### config.mk
export PLATFORM = sky130hd
export DESIGN_NAME = morse_tx
export DESIGN_NICKNAME = d
export VERILOG_FILES = /design/src/rtl/morse_tx.sv
export SDC_FILE = /design/constraint.sdc
export NUM_CORES = 1
export LEC_CHECK = 0
export CAP_MARGIN = 10
export CELL_PAD_IN_SITES_DETAIL_PLACEMENT = 1
export CELL_PAD_IN_SITES_GLOBAL_PLACEMENT = 1
export CORE_ASPECT_RATIO = 0.75
export CORE_MARGIN = 2
export CORE_UTILIZATION = 45
export CTS_CLUSTER_SIZE = 40
export DETAILED_ROUTE_END_ITERATION = 8
export HOLD_SLACK_MARGIN = 0.1
export PLACE_DENSITY_LB_ADDON = 0.1
export SKIP_CTS_REPAIR_TIMING = 1
export SYNTH_ARGS = -nofsm -noshare
export SYNTH_HDL_FRONTEND = slang
export SYNTH_SLANG_ARGS = --single-unit
### constraint.sdc
create_clock -name clk -period 2.85 [get_ports clk]
set_clock_uncertainty 0.05 [all_clocks]
set_input_delay 0.855 -clock clk [delete_from_list [all_inputs] [get_ports clk]]
set_output_delay 0.855 -clock clk [all_outputs]
set_load 0.005 [all_outputs]
### src/rtl/morse_tx.sv
// Morse letter keyer: sends up to four dot/dash symbols from a latched pattern,
// with unit-length intra-letter spaces and a three-unit letter gap.
module morse_tx #(
  parameter int UNIT_CYCLES = 12000000
) (
  input  logic       clk,
  input  logic       rst,
  input  logic       start,
  input  logic [3:0] code,
  input  logic [2:0] len,
  output logic       led,
  output logic       busy,
  output logic       done
);

  typedef enum logic [1:0] {IDLE, MARK, SPACE, LGAP} state_t;

  localparam logic [31:0] UNIT_M1 = 32'(longint'(UNIT_CYCLES) - 1);
  localparam logic [31:0] TRIPLE_M1 = 32'(3 * longint'(UNIT_CYCLES) - 1);

  state_t      state_q, state_d;
  logic [31:0] cnt_q, cnt_d;
  logic [3:0]  code_q, code_d;
  logic [2:0]  rem_q, rem_d;
  logic        led_q, led_d;

  function automatic logic [31:0] mark_load(input logic dash);
    return dash ? TRIPLE_M1 : UNIT_M1;
  endfunction

  function automatic logic [2:0] clamp_len(input logic [2:0] l);
    return (l > 3'd4) ? 3'd4 : l;
  endfunction

  // Counter loads (duration - 1) on state entry and counts down to 0.
  always_comb begin
    state_d = state_q;
    cnt_d   = (cnt_q == 32'd0) ? 32'd0 : cnt_q - 32'd1;
    code_d  = code_q;
    rem_d   = rem_q;
    case (state_q)
      IDLE: begin
        if (start && (len != 3'd0)) begin
          state_d = MARK;
          code_d  = code;
          rem_d   = clamp_len(len);
          cnt_d   = mark_load(code[3]);
        end
      end
      MARK: begin
        if (cnt_q == 32'd0) begin
          if (rem_q == 3'd1) begin
            state_d = LGAP;
            cnt_d   = TRIPLE_M1;
            rem_d   = 3'd0;
          end else begin
            state_d = SPACE;
            cnt_d   = UNIT_M1;
            rem_d   = rem_q - 3'd1;
            code_d  = {code_q[2:0], 1'b0};
          end
        end
      end
      SPACE: begin
        if (cnt_q == 32'd0) begin
          state_d = MARK;
          cnt_d   = mark_load(code_q[3]);
        end
      end
      LGAP: begin
        if (cnt_q == 32'd0) begin
          state_d = IDLE;
        end
      end
      default: state_d = IDLE;
    endcase
    led_d = (state_d == MARK);
  end

  always_ff @(posedge clk) begin
    if (rst) begin
      state_q <= IDLE;
      cnt_q   <= 32'd0;
      code_q  <= 4'd0;
      rem_q   <= 3'd0;
      led_q   <= 1'b0;
    end else begin
      state_q <= state_d;
      cnt_q   <= cnt_d;
      code_q  <= code_d;
      rem_q   <= rem_d;
      led_q   <= led_d;
    end
  end

  assign led  = led_q;
  assign busy = (state_q != IDLE);
  assign done = (state_q == LGAP) && (cnt_q == 32'd0);

endmodule

Word level (Yosys, flattened, before mapping)
Index checks and enable logic that the tools add are counted.

storage, ports and cells
  register bits after elaboration = 42
  latch bits = 0
  bits in writable memories = 0
  memory bits (read-only) = 0
  memories = 0

cells by class
  add/sub/neg operators = 2
  multiply operators = 0
  div/mod/pow operators = 0
  magnitude comparators = 1
  eq/ne operators = 8
  shift-type cells = 0
  multiplexer cells = 23
  bitwise operators = 0
  reduce and logical (&&, ||, !) cells = 9

operators by type and width
  cell                                                                   count
  32-bit 2-to-1 mux                                                      4
  32-bit case mux with 3 select lines                                    1
  26-bit 2-to-1 mux                                                      3
  32-bit logical NOT                                                     1
  32-bit by 1-bit subtractor with 32-bit output, second input constant   1
  3-bit 2-to-1 mux                                                       4
  4-bit 2-to-1 mux                                                       3
  2-bit 2-to-1 mux                                                       4
  2-bit case mux with 4 select lines                                     1
  4-bit case mux with 2 select lines                                     1
  2-bit inequality test, second input constant                           3
  3-bit case mux with 2 select lines                                     1
  2-bit by 1-bit equality test with 1-bit output, second input constant  2
  2-bit equality test, second input constant                             2
  4-bit AND reduction                                                    1
  2-bit nonzero test                                                     2
  3-bit by 1-bit equality test with 1-bit output, second input constant  1
  3-bit greater-than comparator, second input constant                   1
  3-bit AND reduction                                                    1
  3-bit nonzero test                                                     1
  3-bit by 1-bit subtractor with 3-bit output, second input constant     1
  1-bit logical AND                                                      2
  2-bit logical NOT                                                      1
  1-bit 2-to-1 mux                                                       1

Longest topological paths before layout
  depth after elaboration = 5
  depth in mapped cells = 9

Worst setup path after synthesis
OpenSTA, ideal clock, no wires.

  path kind = input to register
  from = input port len[0]
  to = register cnt_q[28]
  library setup time = 0.070 ns
  arrival = 2.207 ns
  slack = 0.524 ns
  cell stages on the path = 6
  path through = o31ai_2 -> nand2b_1 -> nor2_1 -> or3_1 -> buf_2 -> a21oi_1

between the ends
  longest elaborated chain between the ends = 4

RTL lines
  element                              RTL line  source
  start: declaration                   10        input logic [2:0] len,
  3-bit nonzero test                   43        if (start && (len != 3'd0)) begin
  1-bit logical AND                    43
  32-bit 2-to-1 mux                    43
  32-bit case mux with 3 select lines  41        case (state_q)
  end signal: assignment               89        cnt_q <= cnt_d;
  end: declaration                     22        logic [31:0] cnt_q, cnt_d;

Every way passes these cells.
A chain may end at the register's enable or synchronous reset.

Worst setup path after layout
  from = register state_q[1]
  to = output port busy

between the ends
  longest elaborated chain between the ends = 1

RTL lines
  element                   RTL line  source
  start: declaration        21        state_t state_q, state_d;
  start signal: assignment  88        state_q <= state_d;
  2-bit nonzero test        97        assign busy = (state_q != IDLE);
  end: declaration          12        output logic busy,

Every way passes these cells.

==> summary.md <==
| Metric | Value |
|---|---|
| Status | finished clean |
| CTS tree | built |
| TritonCTS Buffers | 5 |
| Maximum clock path buffer count | 2 |
| RSZ-0062 raised after global routing | no |
| EDFF count, synth | 0 |
| Number of global-route vias before repair | 2,197 |
| Largest net degree at the start of global routing | 14 |
| Core box area | roughly 5300 um2 |
| Setup crit end | busy |
| Largest family of logic cells by synthesized area | simple AND/OR/NAND/NOR gates |
| Vias per cell | ~5.6 |
| RR Endpoint | cnt_q[20]$_SDFF_PP0_ |
| Port Buffers | 12 |
| Fin nets | 334 |
| CP Class | reg -> out |
| CP endpoint kind | primary output |
| Fin. Hold Viols | 0 |
| Final GP Congestion | 0.8362 |
| Clock-pin transition on the worst setup and hold timing paths | 0.08 ns |
| Critical Path Source | state_q[1]$_SDFF_PP0_ |
| Syn Area/Cell | between 8 and 9 um2 |
| N_diodes | 0 |
| CP Launch Type | flip-flop |
| Final Cycle Share | about 89% |
| DRT Wirelength | between 6000 and 7000 um |
| Slew margin rel. | a little under three quarters |
| PwrDens | between 500 and 600 nW/um2 |
| Cell Rows | 23 |
| Vias post-DR | around 2,200 |
| Root Buffer | clkbuf_8 |
| All-Layer GR Usage | ~24% |
| Post-synthesis net count | 300 |
| Most common cell after layout, fill and taps aside | dfxtp_1 |
| Top-area cell type share of the netlist area | approximately a third |
| Synthesized area | between 2000 and 2500 um2 |
| Worst path arrival time | around 1.6 ns |
| Clock latency on the worst-skew pair | 0.30 ns |
| Top post-synthesis cells by area | dfxtp_1 34%, a21oi_1 5.9%, xnor2_1 4.7%, nor2_1 4.6%, nand2_1 4.3% |
| Post-synthesis compound-gate area fraction | between 10% and 20% |
| Hold Path Class | reg -> reg |
| LEAKAGE | about 1.1 nW |
| F_max | roughly 390 MHz |
| First-pass GRT wire length | 11,150 um |
| Hold_sp | code_q[0]$_SDFFE_PP0P_ |
| Syn-to-layout area delta | 20.55% |
| Initial antenna violation count | 0 |
| Critical path required time | ~2.0 ns |
| DPL Wire Length | a little over 5000 um |
| Post-Synth Adder-Cell Area | approximately 1.5% |
| Initial Util | about 46% |
| Worst-margin pin slew | about 0.42 ns |
| Grt ovf | 0 |
| Setup_tns | 0 ns |
| Layout cells sized above 1 | between 20% and 30% |
| Main synth FF type | dfxtp_1 |
| VDD IR-drop max | ~0.00022 V |
| Netlist cell types | between 50 and 60 |
| Yosys warnings | 0 |
| Commonest non-fill, non-tap cells in the layout | 40 x dfxtp_1, 30 x nor2_1, 29 x a21oi_1 |
| Register bit count reported by yosys | 42 |
| Post-synth ARST share | 0% |
| CP Max Fanout | 13 |
| Synth Instances | approximately 290 |
| Multiplexer share of the synthesized area | between 2 and 2.5% |
| Area leader, netlist | dfxtp_1 |
| TritonRoute pass-1 iters | 4 |
| Die ar. | just over 6000 um2 |
| Seq/Total Area, Yosys | about 34% |
| Die Y | between 60 and 70 um |
| Antenna Nets Post-Route | 0 |
| Final Slew Violations | 0 |
| Post-synthesis xor/xnor area fraction | 8.231% |
| Drt first-iter violations | 82 |
| Io pins | 13 |
| Min Clock Period, post-route | roughly 2.5 ns |
| Setup violators final | 0 |
| Setup ws final | 0.3090 ns |
| DRC | 0 |
| H-Tree Depth | 2 |
| Max Cap Viol | 0 |
| Register-to-register setup slack | about 0.47 ns |
| Pre-CTS WS | around 0.0099 ns |
| # fillers | 663 |
| Synth Area in Simple Gates | between 30% and 40% |
| Reg2reg path depth | 9 |
| Worst r2r src | cnt_q[1]$_SDFF_PP0_ |
| Die width | ~90 um |
| Clock sinks | 42 |
| WL/cell | ~17 um |
per-stage QoR:
stage               utilization [%]  power [W]  std cells  instance area [um2]  hold WS, ns
finish                        55.72   0.001606        395                 2950       0.4361
global route                  55.72   0.001696        395                 2950       0.4624
CTS                           54.32   0.001579        393                 2877       0.4294
detailed placement            52.76   0.001190        387                 2794       0.4176
global placement              52.76   0.001175        387                 2794       0.4035
floorplan                         -   0.001027        287                 2447       0.3922
registers in the layout (all words and copies together) (netlist names):
signal   count
led          1
code_q       4
state_q      2
cnt_q       32
rem_q        3
logic make-up after synthesis:
family | count (synthesis)
flip-flops | 42
AO/OA/AOI/OAI | 69
XOR/XNOR | 23
multiplexers | 5
adder cells (fa/ha/maj) | 3
AND/OR/NAND/NOR | 125
buffers and inverters | 20
Yosys cell counts, types with 2 or more instances:
cell type and instances:
dfxtp_1 42, nor2_1 30, a21oi_1 29, nand2_1 28
xnor2_1 13, o21ai_0 10, xor2_1 10, inv_1 9
nor3_1 8, clkbuf_1 6, nand3_1 6, or3_1 6
buf_2 5, mux2i_1 5, and2_1 4, and4_1 4
nand2b_1 4, nand4_1 4, nor2b_1 4, nor4_2 4
a211oi_2 3, a221oi_2 3, a31oi_1 3, ha_1 3
nor4_1 3, or4_4 3, a211oi_1 2, a221oi_1 2
nor2_2 2, nor3_4 2, o41ai_1 2, or3_4 2
worst max-delay path, cell delays in order, from the launching register on:
cell	delay, ns
dfxtp_1	0.32
buf_4	0.18
nor2_2	0.32
inv_1	0.07
clkdlybuf4s50_1	0.45
worst min-delay path by stage:
stage	slack (ns)	cells after the start	to
floorplan	0.39	2	cnt_q[19]$_SDFF_PP0_
global placement	0.40	2	cnt_q[19]$_SDFF_PP0_
detailed placement	0.42	2	cnt_q[19]$_SDFF_PP0_
CTS	0.43	2	cnt_q[19]$_SDFF_PP0_
global route	0.46	2	cnt_q[19]$_SDFF_PP0_
finish	0.44	2	code_q[0]$_SDFFE_PP0P_
where the power goes:
| part | internal, W | switching [W] | total, W |
|---|---|---|---|
| Sequential | 0.000640 | 0.0000741 | 0.000714 |
| Clock | 0.000187 | 0.000203 | 0.000390 |
| Combinational | 0.000230 | 0.000272 | 0.000502 |
area by class of cell:
| cell class | instances | area [um2] | area share (%) |
|---|---|---|---|
| timing repair buffer | 38 | 317.8 | 10.77 |
| sequential | 42 | 843.3 | 28.58 |
| clock buffer | 6 | 82.58 | 2.799 |
| multi-input combinational | 225 | 1579 | 53.52 |
| tap | 75 | 93.84 | 3.181 |
| inverter | 9 | 33.78 | 1.145 |
metal layers:
layer	part of all wire, %	track usage (%)	vias up
met2	44	38.61	37
met5	0	0	-
met4	0.97	6.530	0
li1	-	-	1102
met1	51	34.57	1048
met3	4.4	4.584	7
Note: power is estimated with default switching activity, not from simulation.
